--- src/rtl/fusion_pkg.sv ---
// Shared types for the fusiont stimulus generator.
// State encoding, command bundle and default widths.
package fusion_pkg;

  localparam int FUS_DLY_W = 4;
  localparam int FUS_LEN_W = 4;
  localparam int FUS_CNT_W = 8;

  typedef enum logic [2:0] {
    IDLE,
    START,
    WAIT,
    ACTIVE,
    DONE
  } fusion_state_e;

  typedef struct packed {
    logic [FUS_DLY_W-1:0] dly;
    logic [FUS_LEN_W-1:0] len;
    logic                 b_en;
    logic                 c_en;
  } fusion_cmd_t;

  function automatic int max_w(input int x, input int y);
    return (x > y) ? x : y;
  endfunction

endpackage

--- src/rtl/fusion_dly_cnt.sv ---
// Loadable down-counter shared by the WAIT and ACTIVE phases.
// zero_n flags that the value after this edge will be zero.
module fusion_dly_cnt #(
  parameter int W = 4
) (
  input  logic         clk,
  input  logic         rst_n,
  input  logic         load,
  input  logic         dec,
  input  logic [W-1:0] ld_val,
  output logic         zero,
  output logic         zero_n
);

  logic [W-1:0] cnt;
  logic [W-1:0] cnt_n;

  always_comb begin
    cnt_n = cnt;
    if (load)
      cnt_n = ld_val;
    else if (dec)
      cnt_n = cnt - W'(1);
  end

  assign zero   = (cnt == '0);
  assign zero_n = (cnt_n == '0);

  always_ff @(posedge clk or negedge rst_n) begin
    if (!rst_n)
      cnt <= '0;
    else
      cnt <= cnt_n;
  end

endmodule

--- src/rtl/fusion_stim_gen.sv ---
// Stimulus stage for fusiont: turns one command into
// registered start/a/b/c waveforms plus done/seq_cnt.
module fusion_stim_gen
  import fusion_pkg::*;
#(
  parameter int DLY_W = FUS_DLY_W,
  parameter int LEN_W = FUS_LEN_W,
  parameter int CNT_W = FUS_CNT_W
) (
  input  logic             clk,
  input  logic             rst_n,
  input  logic             cmd_valid,
  output logic             cmd_ready,
  input  logic [DLY_W-1:0] cmd_dly,
  input  logic [LEN_W-1:0] cmd_len,
  input  logic             cmd_b_en,
  input  logic             cmd_c_en,
  input  logic             abort,
  output logic             start,
  output logic             a,
  output logic             b,
  output logic             c,
  output logic             busy,
  output logic             done,
  output logic [CNT_W-1:0] seq_cnt
);

  localparam int CW = max_w(DLY_W, LEN_W);

  fusion_state_e state, state_n;
  fusion_cmd_t   cmd_q;

  logic          take;
  logic          inc;
  logic          ld;
  logic          dec;
  logic [CW-1:0] ld_val;
  logic          zero;
  logic          zero_n;

  logic start_n, a_n, b_n, c_n;
  logic done_n, busy_n, rdy_n;

  fusion_dly_cnt #(.W(CW)) u_cnt (
    .clk    (clk),
    .rst_n  (rst_n),
    .load   (ld),
    .dec    (dec),
    .ld_val (ld_val),
    .zero   (zero),
    .zero_n (zero_n)
  );

  always_comb begin
    state_n = state;
    take    = 1'b0;
    inc     = 1'b0;
    ld      = 1'b0;
    dec     = 1'b0;
    ld_val  = '0;
    unique case (state)
      IDLE: begin
        if (cmd_valid) begin
          take    = 1'b1;
          state_n = START;
        end
      end
      START: begin
        if (abort) begin
          state_n = IDLE;
        end else if (cmd_q.dly == '0) begin
          state_n = ACTIVE;
          ld      = 1'b1;
          ld_val  = CW'(cmd_q.len);
        end else begin
          state_n = WAIT;
          ld      = 1'b1;
          ld_val  = CW'(cmd_q.dly) - CW'(1);
        end
      end
      WAIT: begin
        if (abort) begin
          state_n = IDLE;
        end else if (zero) begin
          state_n = ACTIVE;
          ld      = 1'b1;
          ld_val  = CW'(cmd_q.len);
        end else begin
          dec = 1'b1;
        end
      end
      ACTIVE: begin
        if (abort)
          state_n = IDLE;
        else if (zero)
          state_n = DONE;
        else
          dec = 1'b1;
      end
      DONE: begin
        state_n = IDLE;
        inc     = !abort;
      end
      default: state_n = IDLE;
    endcase
  end

  // Outputs are precomputed from the next state so they leave flops.
  always_comb begin
    start_n = (state_n == START);
    a_n     = (state_n == ACTIVE);
    b_n     = a_n && cmd_q.b_en;
    c_n     = a_n && cmd_q.c_en && zero_n;
    done_n  = (state_n == DONE);
    busy_n  = (state_n != IDLE);
    rdy_n   = (state_n == IDLE);
  end

  always_ff @(posedge clk or negedge rst_n) begin
    if (!rst_n) begin
      state     <= IDLE;
      cmd_q     <= '0;
      seq_cnt   <= '0;
      start     <= 1'b0;
      a         <= 1'b0;
      b         <= 1'b0;
      c         <= 1'b0;
      done      <= 1'b0;
      busy      <= 1'b0;
      cmd_ready <= 1'b1;
    end else begin
      state     <= state_n;
      start     <= start_n;
      a         <= a_n;
      b         <= b_n;
      c         <= c_n;
      done      <= done_n;
      busy      <= busy_n;
      cmd_ready <= rdy_n;
      if (take) begin
        cmd_q.dly  <= cmd_dly;
        cmd_q.len  <= cmd_len;
        cmd_q.b_en <= cmd_b_en;
        cmd_q.c_en <= cmd_c_en;
      end
      if (inc)
        seq_cnt <= seq_cnt + CNT_W'(1);
    end
  end

endmodule

--- config.mk ---
export PLATFORM = sky130hd
export DESIGN_NAME = fusion_stim_gen
export DESIGN_NICKNAME = d
export VERILOG_FILES = /design/src/rtl/fusion_pkg.sv /design/src/rtl/fusion_dly_cnt.sv /design/src/rtl/fusion_stim_gen.sv
export SDC_FILE = /design/constraint.sdc
export NUM_CORES = 1
export LEC_CHECK = 0
export CAP_MARGIN = 10
export CELL_PAD_IN_SITES_DETAIL_PLACEMENT = 1
export CELL_PAD_IN_SITES_GLOBAL_PLACEMENT = 2
export CORE_MARGIN = 3
export CORE_UTILIZATION = 25
export DETAILED_ROUTE_END_ITERATION = 8
export PLACE_DENSITY_LB_ADDON = 0.1
export SETUP_SLACK_MARGIN = 0.2
export SLEW_MARGIN = 30
export SYNTH_ARGS = -nofsm -noshare
export SYNTH_HDL_FRONTEND = slang
export SYNTH_HIERARCHICAL = 1
export SYNTH_SLANG_ARGS = --single-unit
--- constraint.sdc ---
create_clock -name clk -period 4.7 [get_ports clk]
set_input_delay 0.705 -clock clk [delete_from_list [all_inputs] [get_ports clk]]
set_output_delay 0.705 -clock clk [all_outputs]
set_load 0.1 [all_outputs]
==> results.md, run 1 <==
- Status: finished clean
- WL per Instance: 14.46 um
- Worst Tran Pin Value: 0.9793 ns
- R2r worst-path depth: 9
- Area leader, netlist: dfrtp_1
- Slowest CP cell: nor3b_1
- Hold path depth: 1
- Post-Place Worst Slack: 1.669 ns
- Mapped Area: 1499 um2
- Die height: 83.43 um
- Setup Viol. Count Final: 0
- Post-CTS resize count: 0
- Crit start category: primary input
- Crit Path Class: in2reg
- # H-tree levels: 2
- Slew Limit Fails: 0
- PwrDens: 611.5 nW/um2
- Unrepaired setup endpoints after global routing: no
- Fin. Hold Viols: 0
- Clk slew on worst S/H paths: 0.07 ns
- Antenna cells: 0
- Routed wire length: 3486 um
- Post-DRT Antenna Nets: 0
- Dominant cells by area after synthesis: dfrtp_1 52%, mux2_2 4.5%, xnor2_1 4.1%, nand2_1 4.0%, ha_1 3.3%
- Hold_buf cts: 0
- Setup TNS: 0 ns
- Die area: 6961 um2
- Most frequent cells in the layout: 31 x dfrtp_1, 28 x clkdlybuf4s50_1, 16 x nand2_1
- Vias: 1096
- Peak supply drop: 277.3 uV
- Vias in the first global route: 1215
- Layout overhead on the synthesized area: 32.05%
- Slowest stage delay, CP: 0.53 ns
- I/O pins: 29
- Core Util, Final: 35.09%
- DR vias/cell: 4.548
- Post-placement cell area: 1868 um2
- DP Wirelength: 2646 um
- Crit path cell chain: clkdlybuf4s50_1 -> or2_1 -> nor3b_1 -> nor4b_4 -> xnor2_1 -> o21ai_2 -> nor4_2 -> and4_1
- Fmax: 364.7 MHz
- Initial Utilization: 26.57%
- Pin count of the biggest net entering global routing: 33
- WP data required: 4.92 ns
- Synth top area share: 51.75%
- CTS Root Cell: clkbuf_8
- Synth cell types: 37
- Post-synth EDFFs: 0
- Clock sink count: 32
- Routability Congestion: 0.7696
- Max-cap violations: 0
- Initial DRC count: 22
- # nets final: 186
- Die Wd: 83.43 um
- I/O Buffers: 28
- Worst Path Arrival: 2.96 ns
- Post-CTS setup buffer count: 0
- Synth Net Count: 152
- First-pass GRT wire length: 5796 um
- Overflow left after global routing: 0
- Post-synthesis cell count: 134
- Syn_area_per_cell: 11.19 um2
- Initial antenna violation count: 0
- Core area: 5642 um2
- # DRC: 0
- Fin crit period: 2.742 ns
- Clock buffer count from CTS: 5
- Async set or reset register ratio after synthesis: 100.0%
- Share of cells above drive strength 1: 15.38%
- Clock Tree Buf Depth: 2
- First-pass DRT Iterations: 2
- Max-slew headroom: 34.51%
- Clk_lat worst skew: 0.28 ns
- Leak: 0.8417 nW
- Seq cells post-synth: 32
- Global Route Usage Sum: 10.52%
- Commonest non-fill, non-tap cell in the layout: dfrtp_1
- Row count: 27
- Hold crit path type: reg2reg
- Hold slack: 0.4936 ns
- Critical Path Sink Type: flip-flop
- Final Skew: 0.008061 ns
- Final worst slack: 1.958 ns
- Register area share after synthesis: 53.51%
- Syn. warnings: 6
- Largest fanout on the critical path: 6
- Final Cell Area: 1979 um2
- Fin crit share: 58.35%
- TritonCTS clock tree: yes
- Main flop type after synthesis: dfrtp_1
[where the power goes]
part | leakage (nW) | total [mW] | internal, mW | switching [mW]
sequential | 0.412 | 0.440 | 0.365 | 0.0753
combinational | 0.376 | 0.506 | 0.178 | 0.328
clock | 0.0541 | 0.264 | 0.157 | 0.107
[cell usage after synthesis, types with 3 or more instances]
library cell and instances:
and3_1 3, ha_1 4, dfrtp_1 31, inv_1 8, xor2_1 3, nor3_1 4, a21oi_1 7, o21ai_0 10
xnor2_1 7, mux2_1 3, mux2_2 6, or2_2 3, nand2_1 16
[worst paths after layout]
path                                   to  slack, ns    startpoint
worst min-delay path             cmd_q[2]       0.49      cmd_q[2]
worst max-delay path                    c       1.96         abort
min in group asynchronous            busy       0.83         rst_n
max in group asynchronous       cmd_ready       3.55         rst_n
worst max register to register          c       2.12  u_cnt/cnt[0]
worst min register to register   cmd_q[2]       0.49      cmd_q[2]
[sequential cells by signal, indices dropped and copies added (netlist names)]
signal,flops
u_cnt/cnt,4
state,3
start,1
c,1
a,1
cmd_q,10
seq_cnt,8
done,1
busy,1
b,1
cmd_ready,1
[stage by stage]
| stage | cells | total power [mW] |
|---|---|---|
| finish | 241 | 1.210 |
| global route | 241 | 1.297 |
| CTS | 241 | 1.235 |
| detailed placement | 233 | 0.9610 |
| global placement | 233 | 0.9458 |
| floorplan | 134 | 0.8152 |
[area by class of cell]
cell class	count	area (um2)
fillers	623	3662
flip-flops and latches	32	802.0
multi-input cells	92	658.1
repair buffers	29	287.8
well taps	72	90.09
clock buffers	5	68.82
clock inverters	3	42.54
inverters	8	30.03
[layer usage]
metal	GRT usage [%]	vias to the layer above	wire [um]
li1	-	530	-
met5	0	-	0
met4	3.070	0	40
met2	18.08	17	1791
met3	3.472	4	109
met1	12.50	545	1544
[cell families after synthesis]
group	after synthesis	share of synthesized area [%]
and+or+nand+nor	47	19.95
DFF	32	53.51
AOI/OAI and AO/OA	22	8.014
xor gates and xnor gates	10	5.843
buffers and inverters	10	2.587
muxes	9	6.761
adders and majority gates	4	3.339
[worst max-delay path: cells and delay by family]
kind,cells,cell delay (ns)
AO/OA/AOI/OAI,1,0.09
XOR/XNOR,1,0.17
buffers and inverters,1,0.49
AND/OR/NAND/NOR,5,1.51
No activity file was read; power rests on OpenSTA's default activity.
==> run 2, diff against run 1 <==
==> constraint.sdc (replaced) <==
create_clock -name clk -period 2.3 [get_ports clk]
set_input_delay 0.345 -clock clk [delete_from_list [all_inputs] [get_ports clk]]
set_output_delay 0.345 -clock clk [all_outputs]
set_load 0.1 [all_outputs]
==> results.md, run 2 (synthesis gave the netlist of run 1 again) <==
- Status: finished clean
- Critical Path Sink Type: flip-flop
- # nets final: 204 (+9.7%)
- Hold slack: 0.4758 ns (-0.01780 ns)
- Global Route Usage Sum: 11.01% (+0.49 points)
- Overflow left after global routing: 0 (unchanged)
- TritonCTS clock tree: yes
- Worst R2R Setup Slack: 0.18 ns (-1.94 ns)
- Clk slew on worst S/H paths: 0.07 ns (about the same)
- Initial antenna violation count: 0 (unchanged)
- Clk_lat worst skew: 0.28 ns (about the same)
- Setup Viol. Count Final: 0 (unchanged)
- Most frequent cells in the layout: 33 x buf_4, 31 x dfrtp_1, 14 x nand2_1
- Crit Path Class: reg2reg
- Die Wd: 83.43 um (unchanged)
- Clock buffer count from CTS: 5 (unchanged)
- R2r worst-path depth: 11 (+2)
- Worst Tran Pin Value: 0.4377 ns (-0.5416 ns)
- Largest register by flop count: cmd_q
- Commonest non-fill, non-tap cell in the layout: buf_4
- Post-DRT Antenna Nets: 0 (unchanged)
- Pin count of the biggest net entering global routing: 33 (unchanged)
- Routability Congestion: 0.7410 (-3.7%)
- # DRC: 0 (unchanged)
- Flop pwr share: 34.2% (-2.2 points)
- Initial Utilization: 26.57% (unchanged)
- Fmax: 471.8 MHz
- Core Util, Final: 37.30% (+2.2 points)
- Setup TNS: 0 ns (unchanged)
- I/O Buffers: 28 (unchanged)
- Fin. Hold Viols: 0 (unchanged)
- Share of cells above drive strength 1: 36.90% (+22 points)
- Clock sink count: 32 (unchanged)
- Final Skew: 0.01069 ns (+0.002632 ns)
- Clock Tree Buf Depth: 2 (unchanged)
- Largest fanout on the critical path: 3 (-3)
- Fin crit period: 2.120 ns
- CTS Root Cell: clkbuf_8
- DP Wirelength: 2709 um (+2.4%)
- Max-cap violations: 0 (unchanged)
- Slew Limit Fails: 0 (unchanged)
- Slowest CP cell: or3_4
- # placed instances: 249 (+6.9%)
- Int Pwr: 1.455 mW (+110%)
- Antenna cells: 0 (unchanged)
- Biggest regs: cmd_q (10), seq_cnt (8), u_cnt/cnt (4)
- Slowest stage delay, CP: 0.42 ns (-0.11 ns)
- WL per Instance: 13.53 um (-6.5%)
- Row count: 27 (unchanged)
- Max reg flops: 10 (unchanged)
- First-pass DRT Iterations: 4 (+2)
- Layout overhead on the synthesized area: 40.40%
- Tot Pwr: 2.535 mW (+110%)
- First-pass GRT wire length: 6058 um (+4.5%)
- Worst R2R Start: u_cnt/cnt[1]
- Cell Count, Final, Fillers Out: 259 (+7.5%)
- DR vias/cell: 4.459 (-1.9%)
- I/O pins: 29 (unchanged)
- Initial DRC count: 44 (+100%)
- Post-placement cell area: 1958 um2 (+4.8%)
- Final Cell Area: 2105 um2 (+6.3%)
- Core area: 5642 um2 (unchanged)
- Crit start category: flip-flop
- Die height: 83.43 um (unchanged)
- WP data required: 2.46 ns (-2.46 ns)
- Routed wire length: 3503 um (+0.49%)
- PwrDens: 1204 nW/um2 (+97%)
- Max-slew headroom: 70.60% (+36 points)
- Unrepaired setup endpoints after global routing: yes
- Fin crit share: 92.16%
- Switching Fraction: 42.60% (+0.43 points)
- Vias: 1155 (+5.4%)
- # H-tree levels: 2 (unchanged)
- Vias in the first global route: 1272 (+4.7%)
- Crit path cell chain: inv_2 -> ha_2 -> nor3b_4 -> nand2_2 -> or3_4 -> buf_6 -> a21oi_2 -> nand2_1 -> o21ai_2 -> nor4_2 -> and4_1
- # fillers: 628 (+0.80%)
- Worst r2r dst: c
- Clk pwr share: 16.0% (-5.8 points)
- Die area: 6961 um2 (unchanged)
- Leak: 0.9624 nW (+14%)
- Comb power frac: 49.8% (+8.0 points)
- P_sw: 1.080 mW (+110%)
- Final worst slack: 0.1804 ns (-1.777 ns)
- Worst Path Arrival: 2.27 ns (-0.69 ns)
- Post-Place Worst Slack: -0.1518 ns (-1.821 ns)
- Hold crit path type: in2async
- Peak supply drop: 683.2 uV (+150%)
==> run 2: area by class of cell <==
cell class                 instances  area (um2)  share of cell area [%]
clock inverter                     1       5.005                  0.2378
sequential                        32       802.0                   38.11
tap                               72       90.09                   4.281
clock buffer                       7       76.32                   3.627
multi-input combinational         92       713.2                   33.89
inverter                           8       30.03                   1.427
timing repair buffer              47       387.9                   18.43
==> run 2: worst max-delay path, delay by kind of cell (launching register included) <==
family / cells / cell delay [ns]
buffers and inverters: 2 / 0.20
adders and majority gates: 1 / 0.17
DFF: 1 / 0.40
AOI/OAI and AO/OA: 2 / 0.21
and+or+nand+nor: 6 / 1.04
==> run 2: worst max-delay path by stage <==
stage / startpoint / to / depth (start not counted)
CTS: u_cnt/cnt[1] / c / 11
global placement: abort / c / 10
global route: u_cnt/cnt[0] / c / 11
floorplan: u_cnt/cnt[0] / c / 9
finish: u_cnt/cnt[1] / c / 11
detailed placement: abort / c / 10
==> run 2: layer usage <==
layer	vias to the layer above	track usage [%]	wire (um)
met3	6	3.175	162
met5	-	0	0
li1	562	-	-
met4	0	3.947	47
met2	18	19.53	1797
met1	569	12.55	1496
==> run 2: power groups by stage <==
| stage | Clock [mW] | Combinational (mW) | Sequential (mW) |
|---|---|---|---|
| global placement | 0 | 1.17 | 0.873 |
| floorplan | 0 | 0.475 | 1.20 |
| CTS | 0.424 | 1.24 | 0.869 |
| detailed placement | 0 | 1.18 | 0.880 |
| finish | 0.405 | 1.26 | 0.868 |
| global route | 0.457 | 1.38 | 0.891 |
==> run 2: what timing repair did <==
action                     CTS  global route
gates cloned                 0             0
pin swaps                    0             6
setup endpoints to repair    1             1
gates resized for setup      9             9
hold buffers                 0             0
buffers inserted             1             1
==> run 3, diff against run 2 <==
--- a/config.mk
+++ b/config.mk
@@ -11,6 +11,7 @@
 export CORE_MARGIN = 3
 export CORE_UTILIZATION = 25
 export DETAILED_ROUTE_END_ITERATION = 8
+export MAX_ROUTING_LAYER = met4
 export PLACE_DENSITY_LB_ADDON = 0.1
 export SETUP_SLACK_MARGIN = 0.2
 export SLEW_MARGIN = 30
==> results.md, run 3 (synthesis gave the netlist of run 1 again) <==
- Status: finished clean
- First-pass GRT wire length: 6044 um (-0.23%)
- Routability Congestion: 0.7503 (+1.3%)
- Fin. Hold Viols: 0 (unchanged)
- Core area: 5642 um2 (unchanged)
- # nets final: 204 (unchanged)
- # H-tree levels: 2 (unchanged)
- I/O pins: 29 (unchanged)
- Routed wire length: 3506 um (about the same)
- Max reg flops: 10 (unchanged)
- # DRC: 0 (unchanged)
- Slowest CP cell: or3_4
- I/O Buffers: 28 (unchanged)
- Crit start category: flip-flop
- Max-cap violations: 0 (unchanged)
- Post-placement cell area: 1958 um2 (unchanged)
- Largest register by flop count: cmd_q
- Worst Path Buf+Inv: 2 (unchanged)
- DR vias/cell: 4.467 (+0.17%)
- Die Wd: 83.43 um (unchanged)
- Biggest regs: cmd_q (10), seq_cnt (8), u_cnt/cnt (4)
- Initial Utilization: 26.57% (unchanged)
- Final Cell Area: 2105 um2 (unchanged)
- Fin crit period: 2.120 ns (+0.00006500 ns)
- Slowest stage delay, CP: 0.42 ns (about the same)
- Global Route Usage Sum: 11.32% (+0.31 points)
- Row count: 27 (unchanged)
- Unrepaired setup endpoints after global routing: yes
- Hold slack: 0.4751 ns (-0.0007050 ns)
- Core Util, Final: 37.30% (unchanged)
- Largest fanout on the critical path: 3 (unchanged)
- Pin count of the biggest net entering global routing: 33 (unchanged)
- Clock buffer count from CTS: 5 (unchanged)
- Die area: 6961 um2 (unchanged)
- Die height: 83.43 um (unchanged)
- Fin crit share: 92.16% (about the same)
- Layout overhead on the synthesized area: 40.40% (unchanged)
- Clk slew on worst S/H paths: 0.07 ns (about the same)
- Post-DRT Antenna Nets: 0 (unchanged)
- Cell Count, Final, Fillers Out: 259 (unchanged)
- Worst Tran Pin Value: 0.4377 ns (unchanged)
- Leak: 0.9624 nW (unchanged)
- Initial antenna violation count: 0 (unchanged)
- Vias: 1157 (+0.17%)
- Setup Viol. Count Final: 0 (unchanged)
- # placed instances: 249 (unchanged)
- Most frequent cells in the layout: 33 x buf_4, 31 x dfrtp_1, 14 x nand2_1
- Crit path cell chain: inv_2 -> ha_2 -> nor3b_4 -> nand2_2 -> or3_4 -> buf_6 -> a21oi_2 -> nand2_1 -> o21ai_2 -> nor4_2 -> and4_1
- Peak supply drop: 683.2 uV (about the same)
- Final Skew: 0.01044 ns (-0.0002552 ns)
- Delay-heaviest family, CP: simple AND/OR/NAND/NOR gates
- WP data required: 2.46 ns (about the same)
- Initial DRC count: 45 (+2.3%)
- Share of cells above drive strength 1: 36.90% (unchanged)
- Tot Pwr: 2.535 mW (about the same)
- Critical Path Sink Type: flip-flop
- Clk_lat worst skew: 0.28 ns (about the same)
- Slew Limit Fails: 0 (unchanged)
- PwrDens: 1204 nW/um2 (about the same)
- DP Wirelength: 2709 um (unchanged)
- CTS Root Cell: clkbuf_8
- Crit Path Class: reg2reg
- WL per Instance: 13.54 um (about the same)
- TritonCTS clock tree: yes
- Worst Path Arrival: 2.27 ns (about the same)
- Hold crit path type: in2async
- Commonest non-fill, non-tap cell in the layout: buf_4
- Clock sink count: 32 (unchanged)
- Clock Tree Buf Depth: 2 (unchanged)
- Antenna cells: 0 (unchanged)
- Hold_buf cts: 0 (unchanged)
- First-pass DRT Iterations: 4 (unchanged)
- Max-slew headroom: 70.60% (unchanged)
- Fmax: 471.8 MHz (about the same)
- Overflow left after global routing: 0 (unchanged)
- Vias in the first global route: 1276 (+0.31%)
==> run 3: cell counts in the layout (fill, tap and decap cells not counted) <==
No cell type changed its count.
==> run 3: final timing paths <==
check	start	endpoint	slack, ns	cells past startpoint
max in group asynchronous	rst_n	cmd_ready	1.50	2
min in group clk	seq_cnt[7]	seq_cnt[7]	0.48	1
worst max register to register	u_cnt/cnt[1]	c	0.18	11
worst min register to register	seq_cnt[7]	seq_cnt[7]	0.48	1
worst min-delay path	rst_n	busy	0.48	2
worst max-delay path	u_cnt/cnt[1]	c	0.18	11
==> run 3: report_power, final <==
part | leakage [nW] | internal, mW | switching [mW]
registers | 0.412 | 0.746 | 0.122
logic | 0.508 | 0.497 | 0.765
clock network | 0.0422 | 0.212 | 0.193
total | 0.962 | 1.46 | 1.08
==> run 3: repair_timing <==
item / CTS / global route
pin swaps: 0 / 6
gates cloned: 0 / 0
gates resized for setup: 9 / 9
endpoints found under the setup margin: 1 / 1
setup buffers: 1 / 1
==> run 3: area by class of cell <==
| type | instances | area (um2) |
|---|---|---|
| Tap cell | 72 | 90.09 |
| Clock inverter | 1 | 5.005 |
| Sequential cell | 32 | 802.0 |
| Fill cell | 628 | 3537 |
| Timing Repair Buffer | 47 | 387.9 |
| Clock buffer | 7 | 76.32 |
| Inverter | 8 | 30.03 |
| Multi-Input combinational cell | 92 | 713.2 |
==> run 3: layer usage <==
layer | wire length [um] | vias up | global-route usage, %
li1 | - | 562 | -
met1 | 1500 | 571 | 12.61
met2 | 1808 | 18 | 19.53
met3 | 151 | 6 | 3.075
met4 | 45 | 0 | 3.947
met5 | 0 | - | -
==> run 3: through the flow <==
step                      TNS [ns]  setup slack [ns]
after floorplan                  0            0.2178
after global placement     -0.1128           -0.1128
after detailed placement   -0.1518           -0.1518
after CTS                        0            0.1746
after global routing             0           0.05607
final                            0            0.1803
